[src/rtl/uart_rx_ctrl.sv]
// uart_rx_ctrl: sequencer and receive buffer for the UART receiver datapath.
// Watches the synchronised serial line for a start edge, arms the receiver
// with a one-cycle rx_start_o, captures completed frames into a small FIFO
// presented on a valid/ready interface, and keeps saturating error counters
// plus a sticky overrun flag for the host status register.
// Build option: define UART_RX_CTRL_TIMEOUT_EN to include the frame watchdog
// and make timeout_cnt_o live; without it timeout_cnt_o is tied to zero.
module uart_rx_ctrl #(
    parameter int DATA_WD        = 8,
    parameter int FIFO_DEPTH     = 4,
    parameter int TIMEOUT_CYCLES = 60000,
    parameter int CNT_WD         = 8
) (
    input  logic                        clk,
    input  logic                        rst,
    input  logic                        enable_i,
    input  logic                        rx_line_i,
    input  logic                        rx_done_i,
    input  logic                        rx_busy_i,
    input  logic                        framing_error_flag_i,
    input  logic                        parity_error_flag_i,
    input  logic [DATA_WD-1:0]          rx_dout_i,
    output logic                        rx_start_o,
    output logic [DATA_WD-1:0]          m_data_o,
    output logic                        m_valid_o,
    input  logic                        m_ready_i,
    output logic [$clog2(FIFO_DEPTH):0] fifo_count_o,
    output logic                        overrun_o,
    output logic [CNT_WD-1:0]           frame_err_cnt_o,
    output logic [CNT_WD-1:0]           parity_err_cnt_o,
    output logic [CNT_WD-1:0]           timeout_cnt_o,
    input  logic                        clr_status_i
);

    localparam int                  PTR_WD  = $clog2(FIFO_DEPTH);
    localparam int                  FCNT_WD = PTR_WD + 1;
    localparam logic [FCNT_WD-1:0]  DEPTH_C = FCNT_WD'(FIFO_DEPTH);
    localparam logic [CNT_WD-1:0]   CNT_MAX = '1;

    typedef enum logic [2:0] {
        S_IDLE,
        S_ARM,
        S_START,
        S_WAIT,
        S_CAPTURE,
        S_ERR,
        S_RECOVER
    } state_t;

    // Synchroniser and edge history
    logic sync1_q, sync2_q, linePrev_q;
    logic lineFall;

    // Sequencer state
    state_t             state_q;
    logic               rxStart_q;
    logic               errFrame_q;
    logic               errParity_q;
    logic [DATA_WD-1:0] capData_q;

    // FIFO
    logic [DATA_WD-1:0] fifoMem_q [FIFO_DEPTH];
    logic [PTR_WD-1:0]  wrPtr_q, wrPtr_d;
    logic [PTR_WD-1:0]  rdPtr_q, rdPtr_d;
    logic [FCNT_WD-1:0] fifoCount_q, fifoCount_d;
    logic               push, pop, fifoFull, pushOk, overrunEvt;

    // Status
    logic               overrun_q, overrun_d;
    logic [CNT_WD-1:0]  frameErrCnt_q, frameErrCnt_d;
    logic [CNT_WD-1:0]  parityErrCnt_q, parityErrCnt_d;

`ifdef UART_RX_CTRL_TIMEOUT_EN
    localparam int                 WD_WD   = $clog2(TIMEOUT_CYCLES + 1);
    localparam logic [WD_WD-1:0]   WD_LAST = WD_WD'(TIMEOUT_CYCLES - 1);
    logic [WD_WD-1:0]  wdCnt_q;
    logic              errTimeout_q;
    logic [CNT_WD-1:0] timeoutCnt_q, timeoutCnt_d;
`endif

    // Two-flop synchroniser plus one history flop; all reset to the idle-high line level
    always_ff @(posedge clk or posedge rst) begin
        if (rst) begin
            sync1_q    <= 1'b1;
            sync2_q    <= 1'b1;
            linePrev_q <= 1'b1;
        end else begin
            sync1_q    <= rx_line_i;
            sync2_q    <= sync1_q;
            linePrev_q <= sync2_q;
        end
    end

    assign lineFall = linePrev_q & ~sync2_q;

    // Frame sequencer: arms on a start edge, waits for the receiver, then routes to capture or error
    always_ff @(posedge clk or posedge rst) begin
        if (rst) begin
            state_q      <= S_IDLE;
            rxStart_q    <= 1'b0;
            errFrame_q   <= 1'b0;
            errParity_q  <= 1'b0;
            capData_q    <= '0;
`ifdef UART_RX_CTRL_TIMEOUT_EN
            wdCnt_q      <= '0;
            errTimeout_q <= 1'b0;
`endif
        end else begin
            rxStart_q <= 1'b0;
            case (state_q)
                S_IDLE: begin
                    if (enable_i) begin
                        state_q <= S_ARM;
                    end
                end
                S_ARM: begin
                    if (!enable_i) begin
                        state_q <= S_IDLE;
                    end else if (lineFall) begin
                        state_q   <= S_START;
                        rxStart_q <= 1'b1;
`ifdef UART_RX_CTRL_TIMEOUT_EN
                        wdCnt_q   <= '0;
`endif
                    end
                end
                S_START: begin
                    state_q <= S_WAIT;
`ifdef UART_RX_CTRL_TIMEOUT_EN
                    wdCnt_q <= wdCnt_q + 1'b1;
`endif
                end
                S_WAIT: begin
                    if (framing_error_flag_i || parity_error_flag_i) begin
                        state_q      <= S_ERR;
                        errFrame_q   <= framing_error_flag_i;
                        errParity_q  <= parity_error_flag_i;
`ifdef UART_RX_CTRL_TIMEOUT_EN
                        errTimeout_q <= 1'b0;
`endif
                    end else if (rx_done_i) begin
                        state_q   <= S_CAPTURE;
                        capData_q <= rx_dout_i;
`ifdef UART_RX_CTRL_TIMEOUT_EN
                    end else if (wdCnt_q == WD_LAST) begin
                        state_q      <= S_ERR;
                        errFrame_q   <= 1'b0;
                        errParity_q  <= 1'b0;
                        errTimeout_q <= 1'b1;
                    end else begin
                        wdCnt_q <= wdCnt_q + 1'b1;
`endif
                    end
                end
                S_CAPTURE: begin
                    state_q <= S_RECOVER;
                end
                S_ERR: begin
                    state_q      <= S_RECOVER;
                    errFrame_q   <= 1'b0;
                    errParity_q  <= 1'b0;
`ifdef UART_RX_CTRL_TIMEOUT_EN
                    errTimeout_q <= 1'b0;
`endif
                end
                S_RECOVER: begin
                    if (!rx_busy_i && !rx_done_i && sync2_q) begin
                        state_q <= enable_i ? S_ARM : S_IDLE;
                    end
                end
                default: begin
                    state_q <= S_IDLE;
                end
            endcase
        end
    end

    assign push       = (state_q == S_CAPTURE);
    assign pop        = m_valid_o & m_ready_i;
    assign fifoFull   = (fifoCount_q == DEPTH_C);
    assign pushOk     = push & (~fifoFull | pop);
    assign overrunEvt = push & fifoFull & ~pop;

    // Next FIFO pointers and occupancy; a simultaneous push and pop leaves the count unchanged
    always_comb begin
        wrPtr_d     = wrPtr_q;
        rdPtr_d     = rdPtr_q;
        fifoCount_d = fifoCount_q;
        if (pushOk) begin
            wrPtr_d = wrPtr_q + 1'b1;
        end
        if (pop) begin
            rdPtr_d = rdPtr_q + 1'b1;
        end
        if (pushOk && !pop) begin
            fifoCount_d = fifoCount_q + 1'b1;
        end else if (!pushOk && pop) begin
            fifoCount_d = fifoCount_q - 1'b1;
        end
    end

    // FIFO storage and pointers; the head entry drives m_data_o directly from storage
    always_ff @(posedge clk or posedge rst) begin
        if (rst) begin
            for (int i = 0; i < FIFO_DEPTH; i++) begin
                fifoMem_q[i] <= '0;
            end
            wrPtr_q     <= '0;
            rdPtr_q     <= '0;
            fifoCount_q <= '0;
        end else begin
            if (pushOk) begin
                fifoMem_q[wrPtr_q] <= capData_q;
            end
            wrPtr_q     <= wrPtr_d;
            rdPtr_q     <= rdPtr_d;
            fifoCount_q <= fifoCount_d;
        end
    end

    // Sticky overrun and saturating error counts; a clear beats any same-cycle event
    always_comb begin
        overrun_d      = overrun_q | overrunEvt;
        frameErrCnt_d  = frameErrCnt_q;
        parityErrCnt_d = parityErrCnt_q;
        if (state_q == S_ERR) begin
            if (errFrame_q && (frameErrCnt_q != CNT_MAX)) begin
                frameErrCnt_d = frameErrCnt_q + 1'b1;
            end
            if (errParity_q && (parityErrCnt_q != CNT_MAX)) begin
                parityErrCnt_d = parityErrCnt_q + 1'b1;
            end
        end
        if (clr_status_i) begin
            overrun_d      = 1'b0;
            frameErrCnt_d  = '0;
            parityErrCnt_d = '0;
        end
    end

    // Status registers
    always_ff @(posedge clk or posedge rst) begin
        if (rst) begin
            overrun_q      <= 1'b0;
            frameErrCnt_q  <= '0;
            parityErrCnt_q <= '0;
        end else begin
            overrun_q      <= overrun_d;
            frameErrCnt_q  <= frameErrCnt_d;
            parityErrCnt_q <= parityErrCnt_d;
        end
    end

`ifdef UART_RX_CTRL_TIMEOUT_EN
    // Timeout count advances in the error cycle that a watchdog expiry produced
    always_comb begin
        timeoutCnt_d = timeoutCnt_q;
        if ((state_q == S_ERR) && errTimeout_q && (timeoutCnt_q != CNT_MAX)) begin
            timeoutCnt_d = timeoutCnt_q + 1'b1;
        end
        if (clr_status_i) begin
            timeoutCnt_d = '0;
        end
    end

    // Timeout count register
    always_ff @(posedge clk or posedge rst) begin
        if (rst) begin
            timeoutCnt_q <= '0;
        end else begin
            timeoutCnt_q <= timeoutCnt_d;
        end
    end

    assign timeout_cnt_o = timeoutCnt_q;
`else
    assign timeout_cnt_o = '0;
`endif

    assign rx_start_o       = rxStart_q;
    assign m_data_o         = fifoMem_q[rdPtr_q];
    assign m_valid_o        = (fifoCount_q != '0);
    assign fifo_count_o     = fifoCount_q;
    assign overrun_o        = overrun_q;
    assign frame_err_cnt_o  = frameErrCnt_q;
    assign parity_err_cnt_o = parityErrCnt_q;

endmodule

[config.mk]
export PLATFORM = sky130hd
export DESIGN_NAME = uart_rx_ctrl
export DESIGN_NICKNAME = d
export VERILOG_FILES = /design/src/rtl/uart_rx_ctrl.sv
export SDC_FILE = /design/constraint.sdc
export NUM_CORES = 1
export LEC_CHECK = 0
export ABC_AREA = 0
export BUFFER_PORTS_ARGS = -buffer_cell sky130_fd_sc_hd__buf_2
export CAP_MARGIN = 20
export CORE_UTILIZATION = 57
export CTS_BUF_LIST = sky130_fd_sc_hd__clkbuf_2 sky130_fd_sc_hd__clkbuf_4 sky130_fd_sc_hd__clkbuf_8
export DETAILED_ROUTE_END_ITERATION = 16
export PLACE_DENSITY_LB_ADDON = 0.2
export SYNTH_ARGS = -nofsm -noshare
export SYNTH_HDL_FRONTEND = slang
export SYNTH_SLANG_ARGS = --single-unit
[constraint.sdc]
create_clock -name clk -period 6.4 [get_ports clk]
set_input_delay 0.32 -clock clk [delete_from_list [all_inputs] [get_ports clk]]
set_output_delay 0.32 -clock clk [all_outputs]
set_load 0.02 [all_outputs]
After elaboration in Yosys (flattened, before gate mapping)
Index checks and enable logic that the tools add are counted.
{ "op_classes": {"add_sub_neg": 6, "order_cmp": 3, "eq_ne": 14, "muxes": 30, "n_bitwise": 13, "n_reduce_logical": 25} }
{ "op_table": {"columns": ["cell", "count"], "rows": [
  ["$mux W8", 9],
  ["$bwmux W32", 1],
  ["$mux W3", 8],
  ["$pmux W3 S6", 1],
  ["$add A8 B1 Y8 const B", 2],
  ["$bmux W8 S2", 1],
  ["$demux W8 S2", 1],
  ["$ne A8 B8 Y1 const B", 2],
  ["$eq A3 B3 Y1 const B", 4],
  ["$reduce_bool A2 Y1", 5],
  ["$logic_and A1 B1 Y1", 7],
  ["$mux W1", 7],
  ["$eq A3 B2 Y1 const B", 2],
  ["$ge A3 B3 Y1 const B", 2],
  ["$ne A2 B2 Y1 const B", 3],
  ["$ne A3 B3 Y1 const B", 2],
  ["$not A2 Y3", 2],
  ["$reduce_and A2 Y1", 3],
  ["$and A1 B1 Y1", 5],
  ["$add A2 B1 Y2 const B", 2],
  ["$logic_not A1 Y1", 4],
  ["$not A1 Y1", 4],
  ["$pmux W1 S2", 2],
  ["$reduce_and A4 Y1", 1],
  ["10 further kinds", 11]
]} }
{ "word_totals": {"regBits": 73, "in_bits": 18, "output_inout_bits": 38, "wordCells": 109} }

Logic depth before layout (Yosys ltp)
{ "logic_depth": {"ltp_word": 8, "depth_mapped": 8, "depth_no_buf": 8} }

Worst setup path before layout
OpenSTA, ideal clock, no wires.
{ "synth_timing": {"path_type": "reg-to-reg", "startpoint": "reg fifoCount_q[0] (netlist: fifo_count_o[0])", "endpoint": "reg fifoCount_q[1] (netlist: fifo_count_o[1])", "setup_time_ns": 0.125, "arrival_time_ns": 2.131, "required_ns": 6.275, "slack_ns": 4.145, "path_stages_with_launch": 7, "path_buffers": 0, "synth_period_minus_slack_ns": 2.255, "path_cell_list": "dfrtp_1 nor4b_1 nor4_4 ha_1 inv_1 fa_1 mux2_2"} }
{ "synth_via": {"word_cells_on_any_way": 15, "classes_between": "add/sub: 2; eq/ne: 1; mux: 2; bitwise: 4; reduce/logical: 6"} }
{ "synth_rtl": {"columns": ["element", "line", "rtl"], "rows": [
  ["from (decl)", "65", "logic [FCNT_WD-1:0] fifoCount_q, fifoCount_d;"],
  ["from (signal assigned)", "217", "fifoCount_q <= fifoCount_d;"],
  ["$reduce_bool A3 Y1 / $eq A3 B3 Y1 (equally long branches)", "282, 180", null],
  ["$and A1 B1 Y1 / $not A1 Y1 (equally long branches)", "179, 181", null],
  ["$or A1 B1 Y1 *", "181", "assign pushOk = push & (~fifoFull | pop);"],
  ["$and A1 B1 Y1 *", "181", null],
  ["via pushOk", "66", "logic push, pop, fifoFull, pushOk, overrunEvt;"],
  ["$logic_and A1 B1 Y1 *", "195", "if (pushOk && !pop) begin"],
  ["$mux W3 *", "195", null],
  ["via fifoCount_d[1]", "65", null]
]} }
The timed path passes the listed nets; every way through them passes the cells marked *. The select of a mux whose other input is x is not followed.
A chain may end at the register's enable or synchronous reset.

Worst setup path in the final report
{ "layout_timing": {"startpoint": "reg state_q[2]", "endpoint": "reg fifoCount_q[2] (netlist: fifo_count_o[2])"} }
{ "layout_via": {"elab_chain_len": 5, "word_cells_on_any_way": 7, "classes_between": "eq/ne: 1; mux: 1; bitwise: 1; reduce/logical: 4"} }
{ "layout_lines": {"columns": ["element", "line", "rtl"], "rows": [
  ["from (decl)", "55", "state_t state_q;"],
  ["from (signal assigned)", "168", "state_q <= enable_i ? S_ARM : S_IDLE;"],
  ["$eq A3 B3 Y1 *", "178", "assign push = (state_q == S_CAPTURE);"],
  ["$and A1 B1 Y1 *", "181", null],
  ["via pushOk", "66", null],
  ["$logic_not A1 Y1", "197", "end else if (!pushOk && pop) begin"],
  ["$logic_and A1 B1 Y1", "197", null],
  ["$reduce_bool A2 Y1 (no source line)", null, null]
]} }
The timed path passes the listed nets; every way through them passes the cells marked *.

==> run_results.csv <==
group,metric,value,unit
sta,clock.fmax,0.403,GHz
cts,clock_latency,0.33,ns
routing,wl_per_cell,15.4,µm
grt,antenna_found_initial,0,
pwr,vdd_drop_max,0.216,mV
place,gp_congestion,0.874,
hold_path,hold_path.class,"in2reg",
pwr,pwr_density_cell,395,nW/µm²
sta,fin_setup_tns,0,ns
logic_synthesis,synth_edf_count,0,
setup_path,cp_data_arrival_time,2.74,ns
grt,overflow,0,
logic_synthesis,synth-simple-area-share,0.107,
setup_path,rr_worst_depth,8,
die,boundaryPins,56,
sta,slew_headroom,0.408,
logic_synthesis,synth_warnings,0,
sta,period_needed,2.48,ns
setup_path,crit_path_start,"state_q[2]",
logic_synthesis,ys_seq_elements,73,
cts,root_buffer,"clkbuf_8",
die,die_area,6400,µm²
layout,fillerInstances,476,
grt,grt_max_degree,74,
routing,first_pass_iters,4,
grt,grt_pass1_vias,2134,
cts,cts.sinks,73,
setup_path,path_class,"reg2reg",
routing,viasPerCell,5.57,
grt,grt_pass1_wl,10300,µm
sta,drv_slew,0,
sta,rsz0062_at_grt,"no",
logic_synthesis,netlist_instances,273,
cts,post_cts_buffers,0,
cts,cts_tree,"done",
layout,num-nets-final,349,
grt,grt_util_all_layers,0.215,
run,maxCapViolations,0,
setup_path,rr_startpoint,"state_q[2]",
routing,detail-route-antenna-nets,0,
layout,fin_util,0.663,
cts,cts_hold_buf,0,
place,dp_hpwl,4220,µm
place,port_buffers,47,
die,rows,28,
sta,min_period_over_period,0.387,
layout,n_antenna_cell,0,
die,fp.dieW,80.0,µm
setup_path,crit_fanout,11,
pwr,power_leakage,0.00190,µW
status,outcome,"complete, no violations",
cts,cts_resized,0,
layout,post-route-cell-area,3900,µm²
cts,cts.clk_slew.worst_paths,0.07,ns
die,die_h,80.0,µm
logic_synthesis,synth_top_family_by_area,"multiplexers",
setup_path,ff2ff_setup_slack,3.92,ns
routing,drtIter0Drc,103,
die,start_util,0.589,
logic_synthesis,synth-main-ff-cell,"dfrtp_1",
logic_synthesis,ys_types,50,
die,core_area,5890,µm²
routing,post-route-drc-count,0,
cts,numCtsBuffers,9,
setup_path,critPathCapture,"fifo_count_o[2]",
logic_synthesis,synthAdderAreaFrac,0.0339,
sta,tightest_slew,0.887,ns
setup_path,r2r-end,"fifo_count_o[2]",
logic_synthesis,ys_async_sr_fraction,1.00,
logic_synthesis,synth_area,3470,µm²
logic_synthesis,muxShareOfSynthArea,0.191,
sta,fin_skew,0.0105,ns
logic_synthesis,synth-compound-area-share,0.0635,
sta,hold_viol,0,
cts,ctsHtreeMaxLevel,3,
routing,vias,2240,
layout,syn_to_final_growth,12.6,%
sta,setup_viol,0,
routing,routed_wl,6180,µm
cts,clockBufferDepth,2,
logic_synthesis,syn_avg_cell_area,12.7,µm²
logic_synthesis,synth_xor_area_frac,0.0354,
logic_synthesis,yosysSeqAreaShare,0.528,
setup_path,start_kind,"flip-flop",
setup_path,end_kind,"flip-flop",
place,dpl-instance-area,3730,µm²
setup_path,worstPathRequired,6.66,ns
layout,drive_gt1_frac,0.373,
==> how the worst min path moves through the flow <==
stage	slack [ns]	cells after the start	end	startpoint
global placement	0.35	0	sync2_q	sync1_q
detailed placement	0.35	0	sync2_q	sync1_q
finish	0.09	1	sync1_q	rx_line_i
CTS	0.07	1	sync1_q	rx_line_i
global route	0.06	1	sync1_q	rx_line_i
floorplan	0.32	0	sync1_q	rx_line_i
==> critical path, cell delays in order (launching register included) <==
cell	delay [ns]
dfrtp_1	0.55
inv_2	0.16
nor4_4	0.54
ha_1	0.30
inv_1	0.06
fa_1	0.37
xor2_1	0.17
nor2_1	0.11
xor2_1	0.14
==> registers in the layout, indices dropped and copies added (netlist names), 2 cells and up <==
signal / cells
capData_q: 8
fifoMem_q: 32
fifo_count_o: 3
frame_err_cnt_o: 8
parity_err_cnt_o: 8
rdPtr_q: 2
state_q: 3
wrPtr_q: 2
==> stage by stage <==
stage                     setup slack [ns]  power [µW]  hold WS, ns  instances
after floorplan                       4.14        1120        0.324        280
after global routing                  3.74        1650       0.0623        402
after CTS                             3.93        1560       0.0690        402
after detailed placement              3.92        1250        0.349        387
final                                 3.92        1540       0.0867        402
after global placement                4.05        1220        0.347        387
==> cell type report <==
cell class | count | area [µm²] | area share
clock inverter | 3 | 17.5 | 0.00449
tap | 75 | 93.8 | 0.0240
timing repair buffer | 48 | 243 | 0.0622
clock buffer | 12 | 153 | 0.0391
inverter | 11 | 41.3 | 0.0106
sequential | 73 | 1830 | 0.469
multi-input combinational | 180 | 1520 | 0.391
==> per-layer routing <==
| metal | vias to the layer above | global-route usage | wire [µm] |
|---|---|---|---|
| met1 | 1108 | 0.286 | 2870 |
| li1 | 1074 | - | - |
| met2 | 53 | 0.342 | 3030 |
| met4 | 0 | 0.0750 | 53 |
| met3 | 5 | 0.0571 | 221 |
| met5 | - | 0 | 0 |
==> where the power goes <==
part / switching [µW] / internal (µW) / total [µW]
combinational: 224 / 252 / 477
clock: 157 / 157 / 313
sequential: 153 / 600 / 753
==> Yosys cell counts, types with 7 or more instances <==
| library cell | instances | share of area |
|---|---|---|
| inv_1 | 10 | 0.011 |
| mux4_2 | 8 | 0.052 |
| dfrtp_1 | 70 | 0.51 |
| buf_4 | 9 | 0.019 |
| xnor2_1 | 7 | 0.018 |
| nor2_1 | 15 | 0.016 |
| ha_1 | 7 | 0.025 |
| o21ai_0 | 7 | 0.010 |
| mux2_2 | 39 | 0.13 |
| xor2_1 | 7 | 0.018 |
| a21oi_1 | 10 | 0.014 |
| nand2_1 | 11 | 0.012 |
==> cells by family after synthesis <==
logic type,Yosys count
other cells,1
xor+xnor,14
mux,51
compound gates,34
buf+inv,27
simple gates,64
fa+ha+maj,9
flops,73
==> placed cells by master, fill, tap and decap left out, types with 3 or more instances in the layout <==
cell       n
inv_1      9
nand3_1    5
mux4_2     8
ha_1       7
conb_1     8
and3_1     6
dfstp_2    3
o21ai_0    7
nand2_2    4
mux2_2    39
or4_1      3
o211ai_1   3
nor2_1    15
a21oi_1   10
xor2_1     7
nand2_1   11
nor3_1     4
nor4b_1    3
clkbuf_8  10
dfrtp_1   70
xnor2_1    7
buf_2     47
Power figures use the tool's default switching activity.
